File: config.mk
export PLATFORM = sky130hd
export DESIGN_NAME = filtro_iir_df2_param
export DESIGN_NICKNAME = d
export VERILOG_FILES = /design/src/rtl/filtro_pkg.sv /design/src/rtl/filtro_iir_df2_param_mac.sv /design/src/rtl/filtro_iir_df2_param.sv
export SDC_FILE = /design/constraint.sdc
export NUM_CORES = 2
export LEC_CHECK = 0
export CORE_ASPECT_RATIO = 1.2
export CORE_MARGIN = 2
export CORE_UTILIZATION = 60
export CTS_CLUSTER_SIZE = 20
export DETAILED_ROUTE_END_ITERATION = 10
export PLACE_DENSITY = 0.82
export SETUP_SLACK_MARGIN = 0.2
export SYNTH_ARGS = -nofsm -noshare
export SYNTH_HDL_FRONTEND = slang
export SYNTH_SLANG_ARGS = --single-unit
File: constraint.sdc
create_clock -name clk -period 14.64 [get_ports clk]
set_clock_uncertainty 0.1 [all_clocks]
set_input_delay 2.928 -clock clk [delete_from_list [all_inputs] [get_ports clk]]
set_output_delay 2.928 -clock clk [all_outputs]
set_load 0.02 [all_outputs]
File: src/rtl/filtro_pkg.sv
// Shared types, saturation helper and address map for the DF2 IIR filter.
package filtro_pkg;

    typedef enum logic [2:0] {IDLE, FB, NORM, FF, OUT} state_e;

    typedef enum logic [2:0] {
        MAC_HOLD, MAC_LOAD, MAC_MUL, MAC_ADD, MAC_SUB
    } mac_op_e;

    // Wide enough for every intermediate of any legal configuration
    localparam int SAT_W = 128;

    function automatic int acc_width(input int w, input int n);
        return 2 * w + $clog2(2 * n + 2);
    endfunction

    function automatic int addr_width(input int n);
        return $clog2(2 * n + 1);
    endfunction

    // b_k lives at k, a_k lives at n+k
    function automatic int a_addr(input int n, input int k);
        return n + k;
    endfunction

    function automatic int addr_max(input int n);
        return 2 * n;
    endfunction

    localparam int ACC_W_DEF = acc_width(32, 2);
    localparam int ADDR_W_DEF = addr_width(2);

    function automatic logic signed [SAT_W-1:0] sat(
        input logic signed [SAT_W-1:0] value,
        input int w
    );
        logic signed [SAT_W-1:0] hi;
        logic signed [SAT_W-1:0] lo;
        hi = (SAT_W'(1) <<< (w - 1)) - 1;
        lo = -hi - 1;
        if (value > hi) return hi;
        if (value < lo) return lo;
        return value;
    endfunction

endpackage

File: src/rtl/filtro_iir_df2_param_mac.sv
// Single-cycle signed W x W multiply with wide accumulate/subtract.
module mac_punto_fijo
    import filtro_pkg::*;
#(
    parameter int W     = 32,
    parameter int ACC_W = 67
) (
    input  logic                    clk,
    input  logic                    rst_n,
    input  mac_op_e                 op,
    input  logic signed [W-1:0]     a,
    input  logic signed [W-1:0]     b,
    input  logic signed [ACC_W-1:0] load_val,
    output logic signed [ACC_W-1:0] acc
);

    logic signed [2*W-1:0]   prod;
    logic signed [ACC_W-1:0] prod_x;

    assign prod   = (2 * W)'(a) * (2 * W)'(b);
    assign prod_x = ACC_W'(prod);

    always_ff @(posedge clk) begin
        if (!rst_n) begin
            acc <= '0;
        end else begin
            unique case (op)
                MAC_LOAD: acc <= load_val;
                MAC_MUL:  acc <= prod_x;
                MAC_ADD:  acc <= acc + prod_x;
                MAC_SUB:  acc <= acc - prod_x;
                default:  acc <= acc;
            endcase
        end
    end

endmodule

File: src/rtl/filtro_iir_df2_param.sv
// Time-multiplexed Direct Form II IIR filter of order N on one MAC,
// with a runtime coefficient bank and saturation reporting.
module filtro_iir_df2_param
    import filtro_pkg::*;
#(
    parameter  int W     = 32,
    parameter  int FRAC  = 16,
    parameter  int N     = 2,
    localparam int ACC_W = acc_width(W, N),
    localparam int AW    = addr_width(N)
) (
    input  logic                clk,
    input  logic                rst_n,
    input  logic                in_valid,
    output logic                in_ready,
    input  logic signed [W-1:0] xd1,
    input  logic signed [W-1:0] xd2,
    input  logic                coef_we,
    input  logic [AW-1:0]       coef_addr,
    input  logic signed [W-1:0] coef_data,
    output logic                out_valid,
    output logic signed [W-1:0] y,
    output logic                sat_flag
);

    localparam int CNT_W = 4;
    localparam logic signed [W-1:0] ONE = W'(1) << FRAC;

    state_e state, state_d;
    mac_op_e mac_op;
    logic [CNT_W-1:0] cnt, cnt_d;
    logic live;
    logic flag;
    logic accept, coef_ok;
    int idx;

    logic signed [W-1:0] coef [0:2*N];
    logic signed [W-1:0] dly [1:N];
    logic signed [W-1:0] w0;
    logic signed [W-1:0] op_a, op_b;
    logic signed [ACC_W-1:0] acc, load_val;
    logic signed [SAT_W-1:0] sum_x, x_sat;
    logic signed [SAT_W-1:0] w0_raw, w0_sat, y_raw, y_sat;

    // live keeps in_ready low until the first edge after reset release
    assign in_ready = live && (state == IDLE);
    assign accept   = in_valid && in_ready;
    assign coef_ok  = coef_we && in_ready &&
                      (coef_addr <= AW'(addr_max(N)));

    always_comb begin
        sum_x    = SAT_W'(xd1) + SAT_W'(xd2);
        x_sat    = sat(sum_x, W);
        load_val = ACC_W'(W'(x_sat)) <<< FRAC;
        w0_raw   = SAT_W'(acc) >>> FRAC;
        w0_sat   = sat(w0_raw, W);
        y_raw    = SAT_W'(acc) >>> FRAC;
        y_sat    = sat(y_raw, W);
    end

    always_comb begin
        op_a = '0;
        op_b = '0;
        idx  = (state == FB) ? a_addr(N, int'(cnt)) : int'(cnt);
        for (int i = 0; i <= 2 * N; i++)
            if (idx == i) op_a = coef[i];
        if (cnt == '0) op_b = w0;
        for (int i = 1; i <= N; i++)
            if (int'(cnt) == i) op_b = dly[i];
    end

    always_comb begin
        state_d = state;
        cnt_d   = cnt;
        mac_op  = MAC_HOLD;
        unique case (state)
            IDLE: begin
                if (accept) begin
                    state_d = FB;
                    cnt_d   = CNT_W'(1);
                    mac_op  = MAC_LOAD;
                end
            end
            FB: begin
                mac_op = MAC_SUB;
                if (cnt == CNT_W'(N)) state_d = NORM;
                else cnt_d = cnt + CNT_W'(1);
            end
            NORM: begin
                state_d = FF;
                cnt_d   = '0;
            end
            FF: begin
                mac_op = (cnt == '0) ? MAC_MUL : MAC_ADD;
                if (cnt == CNT_W'(N)) state_d = OUT;
                else cnt_d = cnt + CNT_W'(1);
            end
            OUT: state_d = IDLE;
            default: state_d = IDLE;
        endcase
    end

    always_ff @(posedge clk) begin
        if (!rst_n) begin
            state     <= IDLE;
            cnt       <= '0;
            live      <= 1'b0;
            w0        <= '0;
            flag      <= 1'b0;
            out_valid <= 1'b0;
            y         <= '0;
            sat_flag  <= 1'b0;
            for (int i = 0; i <= 2 * N; i++) coef[i] <= '0;
            coef[0] <= ONE;
            for (int i = 1; i <= N; i++) dly[i] <= '0;
        end else begin
            live      <= 1'b1;
            state     <= state_d;
            cnt       <= cnt_d;
            out_valid <= 1'b0;
            if (coef_ok)
                for (int i = 0; i <= 2 * N; i++)
                    if (coef_addr == AW'(i)) coef[i] <= coef_data;
            if (accept) flag <= (x_sat != sum_x);
            if (state == NORM) begin
                w0   <= W'(w0_sat);
                flag <= flag | (w0_sat != w0_raw);
            end
            if (state == OUT) begin
                y         <= W'(y_sat);
                out_valid <= 1'b1;
                sat_flag  <= flag | (y_sat != y_raw);
                dly[1]    <= w0;
                for (int i = 2; i <= N; i++) dly[i] <= dly[i-1];
            end
        end
    end

    mac_punto_fijo #(.W(W), .ACC_W(ACC_W)) u_mac (
        .clk      (clk),
        .rst_n    (rst_n),
        .op       (mac_op),
        .a        (op_a),
        .b        (op_b),
        .load_val (load_val),
        .acc      (acc)
    );

endmodule

==> flow_summary.json <==
{
  "dp_hpwl_um": 163000,
  "ys_ff_latch": 366,
  "cts-buffers-inserted": 40,
  "n_fill_cell": 7726,
  "synth_edf_count": 224,
  "finalCriticalPeriod_ns": 14.00,
  "drive_above_1_share_pct": 8.39,
  "netlist_top_cells_count": "fa_1 (1084), inv_1 (1000), nand2_1 (722)",
  "vias": 50200,
  "grt-ovfl-total": 0,
  "rows": 126,
  "cp_common_cell": "fa_1",
  "syn_area_per_cell_um2": 9.07,
  "pwr_density_cell_mw_per_mm2": 195,
  "num-nets-final": 8172,
  "cp-end-kind": "register",
  "wl_per_cell_um": 25.4,
  "cp_slowest_cell": "fa_1",
  "antenna_found_initial": 7,
  "area_delta_synth_final_pct": 10.9,
  "io_buffers": 137,
  "slowest_delay_ns": 0.68,
  "drt_iter0_drc": 6073,
  "drc_errors": 0,
  "ys.flop_type": "edfxtp_1",
  "clockBufferDepth": 3,
  "synthCells": 6515,
  "cp_max_fo": 44,
  "synth.top_cell.area_share_pct": 36.7,
  "total_power_uw": 12800,
  "clkLatencyLatePin_ns": 0.64,
  "arrival_ns": 14.45,
  "ys_types": 98,
  "synth_fp_nets": 7991,
  "worst_pin_slew_ns": 1.19,
  "finalWirelength_um": 204000,
  "min_path_type": "reg -> reg",
  "synth_top_area_cell": "fa_1",
  "fin_crit_sh_pct": 95.6,
  "crit_type": "reg -> reg",
  "cts_tree": "yes",
  "grt_first_pass_wirelength_um": 315000,
  "via_per_inst": 6.27,
  "h-tree-depth": 2,
  "clk_pin_slew_ns": 0.06,
  "hold_ws_ns": 0.358,
  "design.portCount": 138,
  "ant_nets": 0,
  "start_kind": "register",
  "rsz0062_at_grt": "false",
  "slew-limit-headroom_pct": 20.4,
  "outcome": "finished, final reports clean",
  "worstHoldStart": "u_mac.acc[0]",
  "crit_family": "adder cells",
  "gp_congestion": 1.04,
  "multi_input_area_mm2": 0.0449,
  "synthArstFlopShare_pct": 0,
  "fp.coreArea_mm2": 0.0981,
  "grt_max_degree": 85,
  "track_usage_pct": 41.3,
  "ff_latch_area_mm2": 0.00957,
  "final_hold_viol_count": 0,
  "fmax_mhz": 71.4,
  "startpoint": "state[1]",
  "die_w_um": 290,
  "power.leakage_uw": 0.0307,
  "clock_sinks": 366,
  "initial_core_util_pct": 60.2,
  "synth_area_leaders": "fa_1 (37%), edfxtp_1 (11%), inv_1 (6.4%)",
  "r2r-start": "state[1]",
  "yosysMostFrequentCell": "fa_1",
  "dr.pass1.iters": 8,
  "drv_slew": 0,
  "setup_violations": 0,
  "cts_root_buf": "clkbuf_16",
  "synth_area_mm2": 0.0591,
  "dieHeight_um": 348,
  "seq_area_frac_synth_pct": 16.2,
  "grt_pass1_vias": 52500,
  "yosys_warnings": 0,
  "crit_buf_inv": 7,
  "setup_tns_ns": 0,
  "ir_drop_v": 0.000333,
  "dieArea_mm2": 0.101,
  "max_cap_violations": 0,
  "cp.required_ns": 15.09
}
[flip-flops by register name (all words and copies together), names as in the netlist]
name / cells
cnt: 4
coef: 160
dly: 64
flag: 1
live: 1
out_valid: 1
sat_flag: 1
state: 3
u_mac.acc: 67
w0: 32
y: 32
[tightest hold or removal path: stages (launching register included)]
cell and delay, ns:
dfxtp_1 0.31, nand2_1 0.05, a21oi_1 0.05
[report_power, final]
group | internal (µW) | switching [µW] | total, µW
combinational | 4160 | 6220 | 10400
sequential | 1180 | 95.0 | 1270
clock | 639 | 486 | 1120
[final cells by class]
cell class / instances / share of cell area [%]
clock inverter: 19 / 0.443
clock buffer: 53 / 1.71
inverter: 1001 / 5.74
timing repair buffer: 494 / 6.54
multi-input combinational: 4793 / 68.5
antenna: 2 / 0.00764
tap: 1280 / 2.45
sequential: 366 / 14.6
[cells by family (layout without fill, tap and decap cells)]
family          count (synthesis)  in the layout  share of synthesized area (%)
compound gates               1132           1132                           12.9
xor+xnor                      209            209                           3.10
fa+ha+maj                    1373           1373                           42.9
buf+inv                      1356           1567                           8.65
flops                         366            366                           16.2
mux                            44             44                          0.754
other cells                     0              2                              0
simple gates                 2035           2035                           15.6
[cells in the final DEF (no fill, tap or decap), drive strengths merged, types with 142 or more instances in the layout]
master / n
fa: 1084
edfxtp: 224
buf: 358
ha: 289
a21oi: 276
dfxtp: 142
and2: 225
o21ai: 246
nor2: 700
inv: 1007
nand2: 722
[timing repair]
item	4_1_cts	5_1_grt
resized for setup	0	29
endpoints found under the setup margin	0	17
buffers inserted	0	2
hold buffers	0	0
[per-layer routing]
| metal | routed length (µm) | track usage [%] |
|---|---|---|
| met5 | 32 | 0 |
| met4 | 16400 | 26.7 |
| met3 | 26300 | 11.7 |
| met2 | 89100 | 62.9 |
| met1 | 71800 | 51.8 |
[through the flow]
stage / utilization [%] / worst slack (ns) / instances / instance area, µm²
4_1_cts: 66.7 / 0.279 / 8004 / 65400
3_5_place_dp: 65.2 / 0.346 / 7932 / 64000
2_1_floorplan: - / 1.65 / 6515 / 59100
3_3_place_gp: 65.2 / 0.544 / 7932 / 64000
5_1_grt: 66.8 / 0.139 / 8006 / 65500
6_report: 66.8 / 0.642 / 8008 / 65500
[final timing paths]
| kind | endpoint | depth (start not counted) | slack [ns] |
|---|---|---|---|
| worst min-delay path | u_mac.acc[0] | 2 | 0.36 |
| worst max register to register | u_mac.acc[63] | 47 | 0.64 |
| worst min register to register | u_mac.acc[0] | 2 | 0.36 |
| worst max-delay path | u_mac.acc[63] | 47 | 0.64 |
Note: power is estimated with default switching activity, not from simulation.
